===== config.mk =====
export PLATFORM = sky130hd
export DESIGN_NAME = demux_1to2_stream
export DESIGN_NICKNAME = d
export VERILOG_FILES = /design/src/rtl/demux_1to2_stream_pkg.sv /design/src/rtl/demux_1to2_stream_slot.sv /design/src/rtl/demux_1to2_stream.sv
export SDC_FILE = /design/constraint.sdc
export NUM_CORES = 1
export LEC_CHECK = 0
export BUFFER_PORTS_ARGS = -buffer_cell sky130_fd_sc_hd__buf_2
export CORE_MARGIN = 10
export CORE_UTILIZATION = 50
export CTS_BUF_LIST = sky130_fd_sc_hd__clkbuf_2 sky130_fd_sc_hd__clkbuf_4 sky130_fd_sc_hd__clkbuf_8
export DETAILED_ROUTE_END_ITERATION = 8
export GPL_TIMING_DRIVEN = 0
export PLACE_DENSITY = 0.79
export SETUP_SLACK_MARGIN = 0.15
export SLEW_MARGIN = 15
export SYNTH_ARGS = -nofsm -noshare
export SYNTH_HDL_FRONTEND = slang
export SYNTH_HIERARCHICAL = 1
export SYNTH_SLANG_ARGS = --single-unit

===== constraint.sdc =====
create_clock -name clk -period 3.1 [get_ports clk]
set_clock_uncertainty 0.15 [all_clocks]
set_input_delay 0.465 -clock clk [delete_from_list [all_inputs] [get_ports clk]]
set_output_delay 0.465 -clock clk [all_outputs]
set_load 0.02 [all_outputs]

===== src/rtl/demux_1to2_stream_pkg.sv =====
// Shared constants for the stream blocks: channel indices and default widths.
package demux_1to2_stream_pkg;
  localparam logic CH0 = 1'b0;
  localparam logic CH1 = 1'b1;
  localparam int   DEFAULT_WIDTH     = 8;
  localparam int   DEFAULT_CNT_WIDTH = 16;
endpackage


===== src/rtl/demux_1to2_stream_slot.sv =====
// One registered output channel: data register, valid flag, free indication
// and a wrapping count of delivered beats.
module stream_out_slot
  import demux_1to2_stream_pkg::*;
#(
  parameter int WIDTH     = DEFAULT_WIDTH,
  parameter int CNT_WIDTH = DEFAULT_CNT_WIDTH
) (
  input  logic                 clk,
  input  logic                 rst,
  input  logic                 i_load,
  input  logic [WIDTH-1:0]     i_data,
  input  logic                 i_ready,
  output logic [WIDTH-1:0]     o_data,
  output logic                 o_valid,
  output logic                 o_free,
  output logic [CNT_WIDTH-1:0] o_cnt
);

  logic [WIDTH-1:0]     r_data;
  logic                 r_valid;
  logic [CNT_WIDTH-1:0] r_cnt;
  logic                 w_drain;

  assign w_drain = r_valid && i_ready;
  // Free when empty or emptying this edge, so drain and reload can overlap.
  assign o_free  = !r_valid || i_ready;

  always_ff @(posedge clk or posedge rst) begin
    if (rst) begin
      r_data  <= '0;
      r_valid <= 1'b0;
      r_cnt   <= '0;
    end else begin
      if (i_load) begin
        r_data  <= i_data;
        r_valid <= 1'b1;
      end else if (w_drain) begin
        r_valid <= 1'b0;
      end
      if (w_drain) begin
        r_cnt <= r_cnt + CNT_WIDTH'(1);
      end
    end
  end

  assign o_data  = r_data;
  assign o_valid = r_valid;
  assign o_cnt   = r_cnt;

endmodule


===== src/rtl/demux_1to2_stream.sv =====
// Registered 1-to-2 stream demultiplexer: each input beat is steered by sel
// into one of two single-entry output slots.
module demux_1to2_stream
  import demux_1to2_stream_pkg::*;
#(
  parameter int WIDTH     = DEFAULT_WIDTH,
  parameter int CNT_WIDTH = DEFAULT_CNT_WIDTH
) (
  input  logic                 clk,
  input  logic                 rst,
  input  logic [WIDTH-1:0]     d,
  input  logic                 sel,
  input  logic                 in_valid,
  output logic                 in_ready,
  output logic [WIDTH-1:0]     y0,
  output logic                 y0_valid,
  input  logic                 y0_ready,
  output logic [WIDTH-1:0]     y1,
  output logic                 y1_valid,
  input  logic                 y1_ready,
  output logic [CNT_WIDTH-1:0] cnt0,
  output logic [CNT_WIDTH-1:0] cnt1
);

  logic [1:0]           w_free;
  logic [1:0]           w_load;
  logic [1:0]           w_ready;
  logic [1:0]           w_valid;
  logic [WIDTH-1:0]     w_data [2];
  logic [CNT_WIDTH-1:0] w_cnt  [2];
  logic                 w_accept;

  // Head-of-line: only the targeted slot matters, never in_valid.
  assign in_ready = sel ? w_free[CH1] : w_free[CH0];
  assign w_accept = in_valid && in_ready;

  assign w_ready[CH0] = y0_ready;
  assign w_ready[CH1] = y1_ready;

  genvar gi;
  generate
    for (gi = 0; gi < 2; gi++) begin : g_slot
      assign w_load[gi] = w_accept && (sel == 1'(gi));

      stream_out_slot #(
        .WIDTH     (WIDTH),
        .CNT_WIDTH (CNT_WIDTH)
      ) u_slot (
        .clk     (clk),
        .rst     (rst),
        .i_load  (w_load[gi]),
        .i_data  (d),
        .i_ready (w_ready[gi]),
        .o_data  (w_data[gi]),
        .o_valid (w_valid[gi]),
        .o_free  (w_free[gi]),
        .o_cnt   (w_cnt[gi])
      );
    end
  endgenerate

  assign y0       = w_data[CH0];
  assign y0_valid = w_valid[CH0];
  assign cnt0     = w_cnt[CH0];
  assign y1       = w_data[CH1];
  assign y1_valid = w_valid[CH1];
  assign cnt1     = w_cnt[CH1];

endmodule


# After elaboration in Yosys (flattened, before gate mapping)

Cells that the tools add are included.
W data, S select, Z words.

Output and inout port bits: 51
Logic and storage cells: 25
Input port bits: 14
Flip-flop bits (word level): 50

Bitwise gates (word level): 1
$add $sub $neg: 2
Reductions and logical operators: 11
Multiplexer cells: 5

Operators by type and width:

| kind                    | count |
|---|---|
| $add A16 B1 Y16 const B | 2 |
| $logic_and A1 B1 Y1     | 5 |
| $mux W1                 | 5 |
| $reduce_bool A2 Y1      | 2 |
| $logic_not A1 Y1        | 2 |
| $logic_or A1 B1 Y1      | 2 |
| $not A1 Y1              | 1 |

# Longest topological paths before layout

Word-level depth: 6
Gate-level depth with buffers: 5

# Hierarchy

Netlist, hierarchy kept.

Modules (own cells, without submodules):

| module            | area an instance (um2) | times used | seq. area each (um2) | cells each |
|---|---|---|---|---|
| stream_out_slot   | 1072.3                 | 2          | 625.6                | 80 |
| demux_1to2_stream | 32.5                   | 1          | 0.0                  | 3 |

# Least setup slack after synthesis

OpenSTA, ideal clock, no wires.

Path kind: reg2reg
Start point: register g_slot[0].u_slot.r_valid
End point: register g_slot[0].u_slot.r_data[0]
Buffers on the path: 1
Arrival: 1.529 ns
Period minus slack after synthesis: 1.804 ns
Setup slack: 1.296 ns
Stages on the path, launching flop included: 5
Cells stage by stage: dfrtp_1 or2b_2 and3b_2 clkbuf_1 mux2_2

Longest elaborated chain between the ends: 5

RTL lines:

| item                   | RTL line                     | source |
|---|---|---|
| start, declared        | demux_1to2_stream_slot.sv:21 | `logic r_valid;` |
| start signal, assigned | demux_1to2_stream_slot.sv:32 | `r_valid <= 1'b0;` |
| start signal, assigned | demux_1to2_stream_slot.sv:37 | `r_valid <= 1'b1;` |
| start signal, assigned | demux_1to2_stream_slot.sv:39 | `r_valid <= 1'b0;` |
| $logic_not A1 Y1       | demux_1to2_stream_slot.sv:27 | `assign o_free = !r_valid \|\| i_ready;` |
| $logic_or A1 B1 Y1     | demux_1to2_stream_slot.sv:27 |  |
| net w_free[0]          | demux_1to2_stream.sv:25      | `logic [1:0] w_free;` |
| $mux W1                | demux_1to2_stream.sv:34      | `assign in_ready = sel ? w_free[CH1] : w_free[CH0];` |
| $logic_and A1 B1 Y1    | demux_1to2_stream.sv:35      | `assign w_accept = in_valid && in_ready;` |
| $logic_and A1 B1 Y1    | demux_1to2_stream.sv:43      | `assign w_load[gi] = w_accept && (sel == 1'(gi));` |
| net w_load[0]          | demux_1to2_stream.sv:26      | `logic [1:0] w_load;` |
| end signal, assigned   | demux_1to2_stream_slot.sv:36 | `r_data <= i_data;` |
| end, declared          | demux_1to2_stream_slot.sv:20 | `logic [WIDTH-1:0] r_data;` |

The timed path passes the listed nets, and every way through them passes these cells.
A chain may end at the register's enable or synchronous reset.

# Worst setup path in the final report

Start point: register g_slot[1].u_slot.r_valid
End point: output in_ready

Longest elaborated chain between the ends: 3

RTL lines:

| item                   | RTL line                     | source |
|---|---|---|
| start, declared        | demux_1to2_stream_slot.sv:21 |  |
| start signal, assigned | demux_1to2_stream_slot.sv:32 |  |
| start signal, assigned | demux_1to2_stream_slot.sv:37 |  |
| start signal, assigned | demux_1to2_stream_slot.sv:39 |  |
| $logic_not A1 Y1       | demux_1to2_stream_slot.sv:27 |  |
| $logic_or A1 B1 Y1     | demux_1to2_stream_slot.sv:27 |  |
| net w_free[1]          | demux_1to2_stream.sv:25      |  |
| $mux W1                | demux_1to2_stream.sv:34      |  |
| end, declared          | demux_1to2_stream.sv:14      | `output logic in_ready,` |

The timed path passes the listed nets, and every way through them passes these cells.

==> impl_metrics.yaml <==
outcome:
  status: "complete, no violations"
timing:
  worst_slack_ns: 0.981
  rsz0062_at_grt: "no"
  period_minus_slack_ns: 2.12
  hold_viol: 0
  timing.fmax_mhz: 472
  slew_violations: 0
  period_share_pct: 68.4
  tightest_slew_ns: 0.941
  fin_setup_tns_ns: 0
  slew_headroom_pct: 37.2
  setup-violations-final: 0
setup_path:
  r2r_cells: 4
  crit-reg2reg-launch: "g_slot[1].u_slot/o_valid$_DFFE_PP0P_"
  critPathArrivalTime_ns: 1.50
  critical_path_required_ns: 2.48
  critPathTopFamily: "flip-flops"
  cpPeakStageDelay_ns: 0.45
  criticalPathCategory: "register to primary output"
  crit_chain: "or2b_2 > mux2_4 > buf_2"
  r2r-end: "g_slot[1].u_slot/o_data[1]$_DFFE_PP0P_"
  crit_buf_inv: 1
  start_kind: "register"
  crit_path_max_fanout: 5
  cp-end-kind: "primary output"
  critical_path.slowest_cell: "dfrtp_1"
  rrSetupSlack_ns: 1.21
placed_design:
  gp_congestion: 0.795
  hpwl_um: 3530
  placed_cell_area_um2: 2560
  place_inst: 277
  place_ws_ns: 1.08
  portBuffers: 64
floorplan:
  die_h_um: 86.0
  fp.coreArea_um2: 4120
  fp.dieW_um: 86.0
  rows: 23
  initial_core_util_pct: 52.9
  ios: 65
  die_area_um2: 7390
cts:
  clock-sinks: 50
  htree_levels: 2
  cts_setup_buffers: 0
  clk_pin_slew_ns: 0.08
  clock_path_buffers: 2
  cts_resized: 0
  cts_root_buffer: "clkbuf_8"
  insertion_delay_ns: 0.29
  cts_tree: "done"
  cts_made_buffers: 5
  postCtsHoldBufs: 0
power_and_ir_drop:
  finalPower_uw: 1670
  p_per_area_nw_per_um2: 633
  vdd_drop_max_uv: 417
  power_leakage_uw: 0.00134
drt:
  ant_nets: 0
  wl_per_cell_um: 15.8
  dr.pass1.iters: 3
  routed_via_density: 5.14
  routed_wirelength_um: 4480
  vias: 1461
  drc: 0
  drt_iter0_drc: 58
yosys:
  yosys.area.top_type: "dfrtp_1"
  synth-adder-area-share_pct: 1.15
  synth_xor_area_share_pct: 12.1
  ys_ff_latch: 50
  yosys_warnings: 6
  synth-compound-area-share_pct: 0
  syn_nets: 179
  yosys.cell_types.count: 23
  synthMuxAreaShare_pct: 10.0
  synth_top_family_by_area: "simple AND/OR/NAND/NOR gates"
  avgSynthCellArea_um2: 13.4
  synth-simple-area-share_pct: 16.7
  synth_area_leaders: "dfrtp_1 57%, mux2_2 9.3%, xnor2_1 8.9%"
  ys_seq_area_share_pct: 57.5
  synth_area_um2: 2180
  yosysTopAreaCellShare_pct: 57.5
  postSynthCellCount: 163
layout:
  num_antenna_cells: 0
  final_cell_area_um2: 2640
  fin_cells: 284
  syn_to_final_growth_pct: 21.4
  drive_above_1_share_pct: 44.4
  nNetsFinal: 250
min_path:
  hp-class: "input port to asynchronous set/reset pin"
global_routing:
  gr-total-overflow: 0
  grt_usage_pct: 12.5
  grt_max_degree: 26
  antenna_found_initial: 0
  grt_pass1_wl_um: 7670
  grt_pass1_vias: 1650
run:
  maxCapViolCount: 0
## worst max path at each step
stage / startpoint / end / slack [ns] / cells past startpoint
finish: g_slot[1].u_slot/o_valid$_DFFE_PP0P_ / in_ready / 0.98 / 3
global route: g_slot[1].u_slot/o_valid$_DFFE_PP0P_ / in_ready / 0.92 / 3
detailed placement: y1_ready / g_slot[1].u_slot/o_data[1]$_DFFE_PP0P_ / 1.08 / 5
global placement: y1_ready / g_slot[1].u_slot/o_data[7]$_DFFE_PP0P_ / 1.12 / 5
CTS: g_slot[1].u_slot/o_valid$_DFFE_PP0P_ / in_ready / 0.95 / 3
floorplan: g_slot[0].u_slot/o_valid$_DFFE_PP0P_ / g_slot[0].u_slot/o_data[0]$_DFFE_PP0P_ / 1.30 / 4
## worst register-to-register path, delay by kind of cell, from the launching register on
kind	cells	cell delay (ns)
AND/OR/NAND/NOR	2	0.37
multiplexers	1	0.40
buffers and inverters	1	0.41
flip-flops	1	0.45
## through the flow
stage | hold WS [ns] | util [%]
after global routing | 0.263 | 64.2
after floorplan | 0.342 | -
after detailed placement | 0.308 | 62.2
final | 0.233 | 64.2
after CTS | 0.258 | 64.2
after global placement | 0.306 | 62.2
## state kept, by name (all words and copies together), names as in the netlist
register               cells
g_slot.u_slot/o_valid      2
g_slot.u_slot/o_cnt       32
g_slot.u_slot/o_data      16
## power breakdown
part           switching, uW  total, uW  internal (uW)  leakage [uW]
Combinational            271        454            184      0.000657
Clock                    188        361            173     0.0000452
Sequential               102        857            755      0.000633
Total                    561       1670           1110       0.00134
## cell families after synthesis
| kind of cell | Yosys count |
|---|---|
| DFF | 50 |
| adders and majority gates | 2 |
| buffers and inverters | 8 |
| xor gates and xnor gates | 30 |
| muxes | 19 |
| and+or+nand+nor | 54 |
## cells in the final DEF (no fill, tap or decap)
master    instances
nand3_1           4
clkbuf_8          5
ha_1              2
nand3_4           2
bufinv_8          2
nand3_2           2
nand2_1          10
and2_1            2
buf_2            64
and3b_2           1
nand2b_1          2
xor2_1            8
nor2_1            6
inv_1             4
xnor2_1          22
nor4_4            2
clkbuf_4          2
clkbuf_1          2
and3_1            8
nand4_1          10
dfrtp_1          50
mux2_2           18
nor2_2            2
and3_2            1
or2b_2            2
mux2_4            1
## cell type report
| cell class | count | area [um2] |
|---|---|---|
| Inverter | 6 | 50.0 |
| Tap cell | 50 | 62.6 |
| Fill cell | 331 | 1470 |
| Multi-Input combinational cell | 105 | 868 |
| Sequential cell | 50 | 1250 |
| Buffer | 2 | 7.51 |
| Clock buffer | 7 | 83.8 |
| Timing Repair Buffer | 64 | 320 |
## layer usage
| layer | vias to the layer above | share of wire, % | global-route usage, % |
|---|---|---|---|
| li1 | 696 | - | - |
| met1 | 717 | 40 | 13.2 |
| met2 | 43 | 50 | 21.2 |
| met3 | 5 | 9.1 | 6.15 |
| met4 | 0 | 1.2 | 4.19 |
| met5 | - | 0 | 0 |
## cells in the mapped netlist (all sizes together)
library cell  instances
dfrtp                50
xnor2                22
mux2                 19
nand2                10
nand4                10
and3                  9
nand3                 8
nor2                  8
xor2                  8
inv                   4
and2                  2
bufinv                2
clkbuf                2
ha                    2
nand2b                2
nor4                  2
or2b                  2
and3b                 1
Note: power is estimated with default switching activity, not from simulation.
